[config.mk]
export PLATFORM = sky130hd
export DESIGN_NAME = alu_bist
export DESIGN_NICKNAME = d
export VERILOG_FILES = /design/src/rtl/alu_defs.sv /design/src/rtl/alu_bist_rom.sv /design/src/rtl/alu_bist.sv
export SDC_FILE = /design/constraint.sdc
export NUM_CORES = 1
export LEC_CHECK = 0
export ABC_AREA = 1
export CAP_MARGIN = 0
export CORE_MARGIN = 4
export CORE_UTILIZATION = 30
export CTS_BUF_LIST = sky130_fd_sc_hd__clkbuf_8
export DETAILED_ROUTE_END_ITERATION = 8
export SYNTH_ARGS = -nofsm -noshare
export SYNTH_HDL_FRONTEND = slang
export SYNTH_SLANG_ARGS = --single-unit
[constraint.sdc]
create_clock -name clk -period 3.6 [get_ports clk]
set_input_delay 0.54 -clock clk [delete_from_list [all_inputs] [get_ports clk]]
set_output_delay 0.54 -clock clk [all_outputs]
set_load 0.02 [all_outputs]
[src/rtl/alu_defs.sv]
// Shared ALU operation codes, BIST state encodings and the table record
// used by the ALU self-test sequencer.
package alu_defs;

    localparam logic [2:0] ALU_AND = 3'b000;
    localparam logic [2:0] ALU_OR  = 3'b001;
    localparam logic [2:0] ALU_ADD = 3'b010;
    localparam logic [2:0] ALU_SUB = 3'b110;
    localparam logic [2:0] ALU_SLT = 3'b111;

    typedef enum logic [1:0] {
        ST_IDLE  = 2'b00,
        ST_APPLY = 2'b01,
        ST_CHECK = 2'b10,
        ST_DONE  = 2'b11
    } bist_state_e;

    typedef struct packed {
        logic [31:0] a;
        logic [31:0] b;
        logic [2:0]  ctrl;
        logic [31:0] exp_result;
        logic        exp_zero;
    } bist_vec_t;

endpackage

[src/rtl/alu_bist_rom.sv]
// Fixed self-test vector table: index -> operands, operation and expected
// ALU response. Out-of-range indices read back as all zeros.
module alu_bist_rom
    import alu_defs::*;
#(
    parameter int IDX_W = 3
) (
    input  logic [IDX_W-1:0] idx,
    output bist_vec_t        vec
);

    // Table lookup
    always_comb begin
        vec = '0;
        case (idx)
            IDX_W'(0): vec = '{a: 32'd10,         b: 32'd15,         ctrl: ALU_ADD,
                               exp_result: 32'd25,         exp_zero: 1'b0};
            IDX_W'(1): vec = '{a: 32'd20,         b: 32'd5,          ctrl: ALU_SUB,
                               exp_result: 32'd15,         exp_zero: 1'b0};
            IDX_W'(2): vec = '{a: 32'd30,         b: 32'd30,         ctrl: ALU_SUB,
                               exp_result: 32'd0,          exp_zero: 1'b1};
            IDX_W'(3): vec = '{a: 32'hF0F0_F0F0,  b: 32'h0F0F_0F0F,  ctrl: ALU_AND,
                               exp_result: 32'h0000_0000,  exp_zero: 1'b1};
            IDX_W'(4): vec = '{a: 32'hF000_0000,  b: 32'h0F00_0000,  ctrl: ALU_OR,
                               exp_result: 32'hFF00_0000,  exp_zero: 1'b0};
            IDX_W'(5): vec = '{a: 32'd5,          b: 32'd10,         ctrl: ALU_SLT,
                               exp_result: 32'd1,          exp_zero: 1'b0};
            IDX_W'(6): vec = '{a: 32'd15,         b: 32'd10,         ctrl: ALU_SLT,
                               exp_result: 32'd0,          exp_zero: 1'b1};
            default:   vec = '0;
        endcase
    end

endmodule

[src/rtl/alu_bist.sv]
// ALU built-in self-test sequencer: plays the vector table onto the ALU
// inputs, two cycles per vector, and accumulates pass/fail status.
module alu_bist
    import alu_defs::*;
#(
    parameter int NUM_VECTORS = 7,
    parameter int IDX_W       = 3
) (
    input  logic              clk,
    input  logic              reset,
    input  logic              start,
    output logic [31:0]       A,
    output logic [31:0]       B,
    output logic [2:0]        ALUControl,
    input  logic [31:0]       ALUResult,
    input  logic              Zero,
    output logic              busy,
    output logic              done,
    output logic              pass,
    output logic [7:0]        err_count,
    output logic [IDX_W-1:0]  fail_idx,
    output logic              fail_seen
);

    localparam logic [IDX_W-1:0] LAST_IDX = IDX_W'(NUM_VECTORS - 1);

    bist_state_e      state_q, state_d;
    logic [IDX_W-1:0] idx_q, idx_d;
    logic [31:0]      a_q, a_d;
    logic [31:0]      b_q, b_d;
    logic [2:0]       ctrl_q, ctrl_d;
    logic [31:0]      exp_result_q, exp_result_d;
    logic             exp_zero_q, exp_zero_d;
    logic             busy_q, busy_d;
    logic             done_q, done_d;
    logic             pass_q, pass_d;
    logic [7:0]       err_count_q, err_count_d;
    logic [IDX_W-1:0] fail_idx_q, fail_idx_d;
    logic             fail_seen_q, fail_seen_d;

    logic [IDX_W-1:0] rom_idx_s;
    bist_vec_t        rom_vec_s;
    logic             mismatch_s;

    // Expected values are latched with the operands, so a single ROM port
    // can already point at the next entry while the current one is checked.
    assign rom_idx_s  = (state_q == ST_CHECK) ? (idx_q + IDX_W'(1)) : IDX_W'(0);
    assign mismatch_s = (ALUResult != exp_result_q) || (Zero != exp_zero_q);

    alu_bist_rom #(
        .IDX_W (IDX_W)
    ) u_rom (
        .idx (rom_idx_s),
        .vec (rom_vec_s)
    );

    // Next-state, operand sequencing and status update
    always_comb begin
        state_d      = state_q;
        idx_d        = idx_q;
        a_d          = a_q;
        b_d          = b_q;
        ctrl_d       = ctrl_q;
        exp_result_d = exp_result_q;
        exp_zero_d   = exp_zero_q;
        busy_d       = busy_q;
        done_d       = done_q;
        pass_d       = pass_q;
        err_count_d  = err_count_q;
        fail_idx_d   = fail_idx_q;
        fail_seen_d  = fail_seen_q;

        case (state_q)
            ST_IDLE, ST_DONE: begin
                if (start) begin
                    state_d      = ST_APPLY;
                    idx_d        = '0;
                    a_d          = rom_vec_s.a;
                    b_d          = rom_vec_s.b;
                    ctrl_d       = rom_vec_s.ctrl;
                    exp_result_d = rom_vec_s.exp_result;
                    exp_zero_d   = rom_vec_s.exp_zero;
                    busy_d       = 1'b1;
                    done_d       = 1'b0;
                    pass_d       = 1'b0;
                    err_count_d  = 8'd0;
                    fail_idx_d   = '0;
                    fail_seen_d  = 1'b0;
                end else begin
                    state_d = state_q;
                end
            end
            ST_APPLY: begin
                state_d = ST_CHECK;
            end
            ST_CHECK: begin
                if (mismatch_s) begin
                    if (err_count_q != 8'hFF) begin
                        err_count_d = err_count_q + 8'd1;
                    end else begin
                        err_count_d = err_count_q;
                    end
                    if (!fail_seen_q) begin
                        fail_idx_d  = idx_q;
                        fail_seen_d = 1'b1;
                    end else begin
                        fail_idx_d  = fail_idx_q;
                    end
                end else begin
                    err_count_d = err_count_q;
                end
                // pass must reflect the last vector's outcome too
                if (idx_q == LAST_IDX) begin
                    state_d = ST_DONE;
                    busy_d  = 1'b0;
                    done_d  = 1'b1;
                    pass_d  = (err_count_d == 8'd0);
                end else begin
                    state_d      = ST_APPLY;
                    idx_d        = idx_q + IDX_W'(1);
                    a_d          = rom_vec_s.a;
                    b_d          = rom_vec_s.b;
                    ctrl_d       = rom_vec_s.ctrl;
                    exp_result_d = rom_vec_s.exp_result;
                    exp_zero_d   = rom_vec_s.exp_zero;
                end
            end
            default: begin
                state_d = ST_IDLE;
            end
        endcase
    end

    // State and output registers with synchronous reset
    always_ff @(posedge clk) begin
        if (reset) begin
            state_q      <= ST_IDLE;
            idx_q        <= '0;
            a_q          <= 32'd0;
            b_q          <= 32'd0;
            ctrl_q       <= 3'b000;
            exp_result_q <= 32'd0;
            exp_zero_q   <= 1'b0;
            busy_q       <= 1'b0;
            done_q       <= 1'b0;
            pass_q       <= 1'b0;
            err_count_q  <= 8'd0;
            fail_idx_q   <= '0;
            fail_seen_q  <= 1'b0;
        end else begin
            state_q      <= state_d;
            idx_q        <= idx_d;
            a_q          <= a_d;
            b_q          <= b_d;
            ctrl_q       <= ctrl_d;
            exp_result_q <= exp_result_d;
            exp_zero_q   <= exp_zero_d;
            busy_q       <= busy_d;
            done_q       <= done_d;
            pass_q       <= pass_d;
            err_count_q  <= err_count_d;
            fail_idx_q   <= fail_idx_d;
            fail_seen_q  <= fail_seen_d;
        end
    end

    assign A          = a_q;
    assign B          = b_q;
    assign ALUControl = ctrl_q;
    assign busy       = busy_q;
    assign done       = done_q;
    assign pass       = pass_q;
    assign err_count  = err_count_q;
    assign fail_idx   = fail_idx_q;
    assign fail_seen  = fail_seen_q;

endmodule

== Yosys cells after proc, flatten, opt, wreduce, memory -nomap -nowiden ==
Cells that the tools add are included.
Storage, ports and cells
  register bits: 120
  output and inout port bits: 82
  logic and storage cells: 85
Operators by class
  add/subtract/negate cells: 2
  equality and inequality tests: 18
  multiplexer cells: 41
  reduce and logical (&&, ||, !) cells: 11
Operators with widths (count)
  $pmux 100 s7: 1
  $mux 32: 6
  $pmux 32 s2: 3
  $mux 8: 4
  $ne 32x32->1: 1
  $mux 3: 7
  $pmux 3 s2: 3
  $pmux 8 s2: 1
  $eq 3x3->1 const B: 4
  $pmux 1 s2: 5
  $reduce_and 3->1: 3
  $add 8x1->8 const B: 1
  $logic_not 8->1: 1
  $mux 1: 8
  $ne 2x2->1 const B: 4
  $ne 8x8->1 const B: 1
  $eq 3x2->1 const B: 2
  $pmux 2 s3: 1
  $eq 2x2->1 const B: 2
  $mux 2: 2
  $reduce_and 4->1: 1
  $add 3x1->3 const B: 1
  $eq 3x1->1 const B: 1
  $logic_not 3->1: 1
  8 further kinds: 8

== Logic depth before layout (Yosys ltp) ==
Gate-level depths: netlist of the first run.
  depth in word-level cells: 7
  gate-level depth with buffers: 15

== Modules after synthesis ==
A second synthesis of the first run with hierarchy kept.
Unflattened totals
  cell total of the unflattened synthesis: 838
  area total of the unflattened synthesis: 6027.0 sq um
By module, submodules not included
  alu_bist: times used 1, cells each 722, area an instance 5195.0 sq um
  alu_bist_rom: times used 1, cells each 116, area an instance 832.0 sq um

== Worst setup path before layout of the first run ==
Ideal clock, no wire load.
  path kind: flip-flop to flip-flop
  start: reg state_q[0]
  end: reg ctrl_q[1] (netlist: ALUControl[1])
  arrival: 1.647 ns
  setup slack: 1.819 ns
  cell stages (with the launch flop): 12
  buffers on the path: 1
  cell sequence: dfxtp_1 inv_1 ha_1 buf_4 inv_2 nor2_1 inv_1 ha_1 inv_1 nor2_1 o31ai_1 a31oi_1
On the way
  word-level cells in the longest chain between the ends: 6
  elaborated cells on any way between the ends: 20
Ends and longest elaborated chain
  start: declaration: line alu_bist.sv:27  | bist_state_e state_q, state_d;
  start signal: assignment: line alu_bist.sv:151  | state_q <= state_d;
  $eq 2x2->1: line alu_bist.sv:47, alu_bist.sv:73
  $mux 3: line alu_bist.sv:47  | assign rom_idx_s = (state_q == ST_CHECK) ? (idx_q + IDX_W'(1)) : IDX_W'(0);
  $eq 3x3->1 (tied with other cells): line alu_bist_rom.sv:15  | case (idx)
  $pmux 100 s7: line alu_bist_rom.sv:15
  $mux 3, on equally long branches: line alu_bist.sv:113, alu_bist.sv:75
  $pmux 3 s2: line alu_bist.sv:73  | case (state_q)
  end signal: assignment: line alu_bist.sv:155  | ctrl_q <= ctrl_d;
  end: declaration: line alu_bist.sv:31  | logic [2:0] ctrl_q, ctrl_d;
Several ways; a longest one is shown, not always the timed one. The select of a mux whose other input is x is not followed.
A chain may end at the register's enable or synchronous reset.

== Final worst setup path of the first run ==
Same ends and word-level chain as after synthesis.

==> flow_metrics.tcl, run 1 <==
set metrics [dict create \
    outcome "complete, no violations" \
    ys.flop_type "dfxtp_1" \
    design.die.area_sq_mm 0.0103 \
    timing.slew.headroom 0.620 \
    grtUsageMet2 0.209 \
    finalNetCount 497 \
    max_clock_freq_mhz 440 \
    cts_tree "built" \
    wl_per_cell_um 11.2 \
    endpoint_kind "register" \
    clock-skew-final_ns 0.00758 \
    grt_max_degree 21 \
    final_antenna_net_count 0 \
    numCtsBuffers 5 \
    async_reset_ff_frac 0 \
    clockPowerShare 0.323 \
    hold_class "register to register" \
    drt_first_pass_iters 4 \
    place_hpwl_um 4990 \
    grtUsageTotal 0.121 \
    clkTransAtPathRegs_ns 0.08 \
    final_common_cell "nand2_1" \
    crit_path_start_kind "register" \
    vias 2411 \
    cts-resized-gates 0 \
    drt_iter0_drc 115 \
    yosysSeqAreaShare 0.292 \
    place_congestion 0.841 \
    grt_pass1_vias 2178 \
    top_usage_layer "met2" \
    crit_arrival_ns 2.49 \
    hold_viol 0 \
    cts_setup_buffers 0 \
    clock_latency_ns 0.29 \
    grt_pass1_wl_um 10200 \
    ctsHtreeMaxLevel 2 \
    slew_viol_final 0 \
    layout-drive-gt1-share 0.0531 \
    power_frac_seq 0.372 \
    cp_data_required_time_ns 3.82 \
    regToRegSetupSlack_ns 1.33 \
    cts.hold.buffers_added 0 \
    p_switching_uw 434 \
    setup_violations 0 \
    fp.dieH_um 101 \
    avgSynthCellArea_sq_um 6.69 \
    yosysUniqueCellTypes 32 \
    postPlaceCellArea_sq_mm 0.00329 \
    initial_utilization 0.313 \
    finalPower_uw 1350 \
    die_w_um 101 \
    syn-instance-count 390 \
    p_leak_uw 0.00144 \
    vias_per_cell 4.33 \
    num_rows 33 \
    antenna_found_initial 0 \
    syn2layout_area_growth_pct 31.4 \
    cts.sink_count 38 \
    crit_fanout 20 \
    power_frac_comb 0.305 \
    route.detailed.drc 0 \
    p_sw_frac 0.322 \
    synth_top_area_share 0.292 \
    wl_um 6240 \
    grt_util_met3 0.0248 \
    cts_root_buf "clkbuf_8" \
    synth-edff-count 0 \
    final_cell_mix "nand2_1, clkdlybuf4s50_1, nor2_1" \
    synth_area_sq_mm 0.00261 \
    synth_largest_area_cell "dfxtp_1" \
    period_minus_slack_ns 2.27 \
    drv_cap 0 \
    finalCritPeriodShare 0.631 \
    synth_warnings 0 \
    crit_type "register to register" \
    worst_slew_pin_slew_ns 0.569 \
    met1_usage 0.155 \
    rsz0062_at_grt "false" \
    n_antenna_cell 0 \
    p_per_area_mw_per_mm2 394 \
    fin_area_sq_mm 0.00343 \
    design.portCount 118 \
    ys_ff_latch 38 \
    grt.overflow.total 0 \
    core_sq_mm 0.00834 \
    synth.area.top_cells "dfxtp_1, buf_4, nand2_1" \
    internal-power_uw 915 \
    finalSetupTns_ns 0 \
    io_buffer_count 90 \
    clockBufferDepth 2 \
    irDropWorstVdd_mv 0.309 \
]
registers in the layout, indices dropped and copies added (netlist names), 2 cells and up:
signal,flops
err_count,8
ALUControl,2
exp_result_q,5
fail_idx,3
state_q,2
idx_q,3
B,4
A,6
worst max-delay path, stage by stage (launching register included):
cell and delay [ns]:
dfxtp_1 0.38, inv_1 0.06, ha_1 0.32, inv_1 0.09, nor2_2 0.05, inv_1 0.09, o21ai_2 0.13, nor2_1 0.12
buf_4 0.22, inv_1 0.26, or2_1 0.32, a31oi_1 0.16
routing by layer:
layer  routed length, um  share of wire
met1                2770           0.44
met2                3040           0.49
met3                 397          0.064
met4                  28         0.0045
met5                   0              0
layout make-up:
class	count	area, sq um
clock buffer	5	68.8
tap	105	131
multi-input combinational	276	1340
timing repair buffer	92	916
inverter	38	143
clock inverter	3	68.8
sequential	38	761
fill	867	4910
through the flow:
step           hold slack, ns  cells  setup slack (ns)   util
4_1_cts                 0.470    557              1.31  0.411
3_3_place_gp            0.456    549              1.19  0.394
3_5_place_dp            0.456    549              1.13  0.394
2_1_floorplan           0.451    416              1.82      -
5_1_grt                 0.498    557              1.13  0.411
6_report                0.467    557              1.33  0.411
path summary, 6_finish.rpt:
path / startpoint / depth (start not counted) / endpoint
max: state_q[0]$_SDFFE_PP0P_ / 11 / ALUControl[1]$_SDFFE_PP0P_
max reg2reg: state_q[0]$_SDFFE_PP0P_ / 11 / ALUControl[1]$_SDFFE_PP0P_
min: fail_idx[0]$_SDFFE_PP0P_ / 2 / fail_idx[0]$_SDFFE_PP0P_
min reg2reg: fail_idx[0]$_SDFFE_PP0P_ / 2 / fail_idx[0]$_SDFFE_PP0P_
cell families after synthesis:
| kind of cell | Yosys count | share of synthesized area |
|---|---|---|
| AND/OR/NAND/NOR | 176 | 0.286 |
| flip-flops | 38 | 0.292 |
| adder cells (fa/ha/maj) | 10 | 0.0480 |
| AO/OA/AOI/OAI | 58 | 0.124 |
| XOR/XNOR | 5 | 0.0168 |
| buffers and inverters | 102 | 0.233 |
| other | 1 | 0.00144 |
cell usage after synthesis, types with 2 or more instances:
library cell,n
nand2_1,92
buf_4,57
nor2_1,50
dfxtp_1,38
inv_1,35
a21oi_1,27
o21ai_0,18
nand3_1,17
ha_1,10
xor2_1,5
clkbuf_1,4
a31oi_1,3
nand4_1,3
nor2_2,3
nor3_1,3
o21ai_2,3
a41oi_1,2
buf_2,2
inv_2,2
nor2_4,2
o21a_1,2
o31ai_1,2
power groups by stage:
stage | registers (uW) | clock network, uW | logic, uW
after floorplan | 535 | 0 | 271
after global placement | 512 | 0 | 409
after detailed placement | 512 | 0 | 413
after CTS | 503 | 445 | 415
after global routing | 510 | 463 | 454
final | 502 | 435 | 412
(Power assumes the default switching activity.)
==> run 2, diff against run 1 <==
==> constraint.sdc (replaced) <==
create_clock -name clk -period 2.3 [get_ports clk]
set_input_delay 0.345 -clock clk [delete_from_list [all_inputs] [get_ports clk]]
set_output_delay 0.345 -clock clk [all_outputs]
set_load 0.02 [all_outputs]
==> run 2 against run 1 <==
Critical path depth down 2. Global-route usage rose by 0.061 points. Sequential power increased by 56%. Register-to-register slack got worse by 1.1 ns. Sequential share of layout area did not move.
==> flow_metrics.tcl, run 2 (same netlist as run 1, synthesis figures left out) <==
set metrics [dict create \
    cpMaxStageDelayCell "dfxtp_1" \
    vias_per_cell 4.29 \
    ctsHtreeMaxLevel 2 \
    critPathBufInv 3 \
    p_per_area_mw_per_mm2 563 \
    wl_per_cell_um 11.2 \
    finalWorstSetupSlack_ns 0.248 \
    clkTransAtPathRegs_ns 0.07 \
    cts.sink_count 38 \
    place_hpwl_um 5090 \
    postPlaceCellArea_sq_mm 0.00333 \
    final_antenna_net_count 0 \
    drv_cap 0 \
    numCtsBuffers 5 \
    layout-drive-gt1-share 0.0656 \
    cts_root_buf "clkbuf_8" \
    p_sw_frac 0.349 \
    worst_slew_pin_slew_ns 0.544 \
    crit_path_start_kind "register" \
    grtUsageTotal 0.121 \
    hold_viol 0 \
    design.die.area_sq_mm 0.0103 \
    route.detailed.drc 0 \
    route.met3.wl_um 406 \
    route.met2.wl_um 2890 \
    clock_latency_ns 0.28 \
    clockPowerShare 0.246 \
    finalCritPeriodShare 0.892 \
    cts_setup_buffers 0 \
    finalPower_uw 1930 \
    fin_area_sq_mm 0.00343 \
    vias 2411 \
    clock-skew-final_ns 0.00694 \
    timing.slew.headroom 0.637 \
    design.portCount 118 \
    setup_violations 0 \
    wl_um 6290 \
    fp.dieH_um 101 \
    die_w_um 101 \
    grt_pass1_vias 2230 \
    rsz0062_at_grt "false" \
    power_frac_seq 0.407 \
    num_rows 33 \
    drt_iter0_drc 149 \
    hold_class "register to register" \
    initial_utilization 0.313 \
    n_antenna_cell 0 \
    crit_fanout 7 \
    wl_met1_um 2950 \
    crit_chain "inv_1 -> ha_1 -> inv_2 -> nor2_1 -> inv_1 -> ha_1 -> o21ai_0 -> or2_1 -> a31oi_1" \
    crit_arrival_ns 2.22 \
    dp_slack_ns 0.182 \
    clockBufferDepth 2 \
    syn2layout_area_growth_pct 31.4 \
    antenna_found_initial 0 \
    p_switching_uw 673 \
    power_frac_comb 0.347 \
    endpoint_kind "register" \
    slew_viol_final 0 \
    cp_data_required_time_ns 2.46 \
    hold_depth 2 \
    top_layer_used "met4" \
    max_stage_delay_ns 0.34 \
    final_common_cell "nand2_1" \
    cp.depth 9 \
    grt_max_degree 21 \
    crit_type "register to register" \
    finalNetCount 502 \
    drt_first_pass_iters 4 \
    crit_family "adder cells" \
    internal-power_uw 1260 \
    grt.overflow.total 0 \
    place_congestion 0.841 \
    period_minus_slack_ns 2.05 \
    io_buffer_count 90 \
    finalSetupTns_ns 0 \
    max_clock_freq_mhz 487 \
    p_leak_uw 0.00144 \
    largest_reg_flops 8 \
    grt_pass1_wl_um 10200 \
    cts_tree "built" \
    outcome "complete, no violations" \
    worstRegToRegCells 9 \
    final_cell_mix "nand2_1, clkdlybuf4s50_1, nor2_1" \
    core_sq_mm 0.00834 \
    irDropWorstVdd_mv 0.273 \
]
-- run 2: worst paths after layout --
| kind | to | startpoint | slack, ns |
|---|---|---|---|
| worst max-delay path | ALUControl[1]$_SDFFE_PP0P_ | state_q[0]$_SDFFE_PP0P_ | 0.25 |
| worst min-delay path | fail_idx[0]$_SDFFE_PP0P_ | fail_idx[0]$_SDFFE_PP0P_ | 0.47 |
| worst max register to register | ALUControl[1]$_SDFFE_PP0P_ | state_q[0]$_SDFFE_PP0P_ | 0.25 |
| worst min register to register | fail_idx[0]$_SDFFE_PP0P_ | fail_idx[0]$_SDFFE_PP0P_ | 0.47 |
-- run 2: area by class of cell --
type / count / area [sq um]
fill: 876 / 4910
inverter: 38 / 143
multi-input combinational: 276 / 1340
timing repair buffer: 97 / 953
sequential: 38 / 761
clock buffer: 6 / 82.6
tap: 105 / 131
clock inverter: 2 / 12.5
-- run 2: metrics by stage --
step                      instances  hold WS, ns   util
final                           562        0.467  0.411
after global routing            562        0.495  0.411
after CTS                       562        0.473  0.410
after detailed placement        554        0.456  0.399
after global placement          554        0.459  0.399
after floorplan                 416        0.451      -
-- run 2: layer usage --
| metal | vias to the layer above | GRT usage |
|---|---|---|
| li1 | 1279 | - |
| met1 | 1050 | 0.155 |
| met3 | 5 | 0.0282 |
| met2 | 77 | 0.206 |
| met5 | - | 0 |
| met4 | 0 | 0.0307 |
-- run 2: worst reg2reg max path, cell delays in order, from the launching register on --
cell     delay [ns]
dfxtp_1        0.34
inv_1          0.06
ha_1           0.33
inv_2          0.13
nor2_1         0.19
inv_1          0.11
ha_1           0.20
o21ai_0        0.31
or2_1          0.18
a31oi_1        0.08
-- run 2: power by group through the flow --
stage	clock network, uW	logic, uW	registers [uW]
floorplan	0	424	837
global placement	0	663	801
detailed placement	0	672	802
CTS	491	674	788
global route	513	738	800
finish	474	670	785
-- run 2: timing repair --
| item | 4_1_cts | 5_1_grt |
|---|---|---|
| hold buffers | 0 | 0 |
| resized for setup | 0 | 1 |
| endpoints found under the setup margin | 0 | 2 |
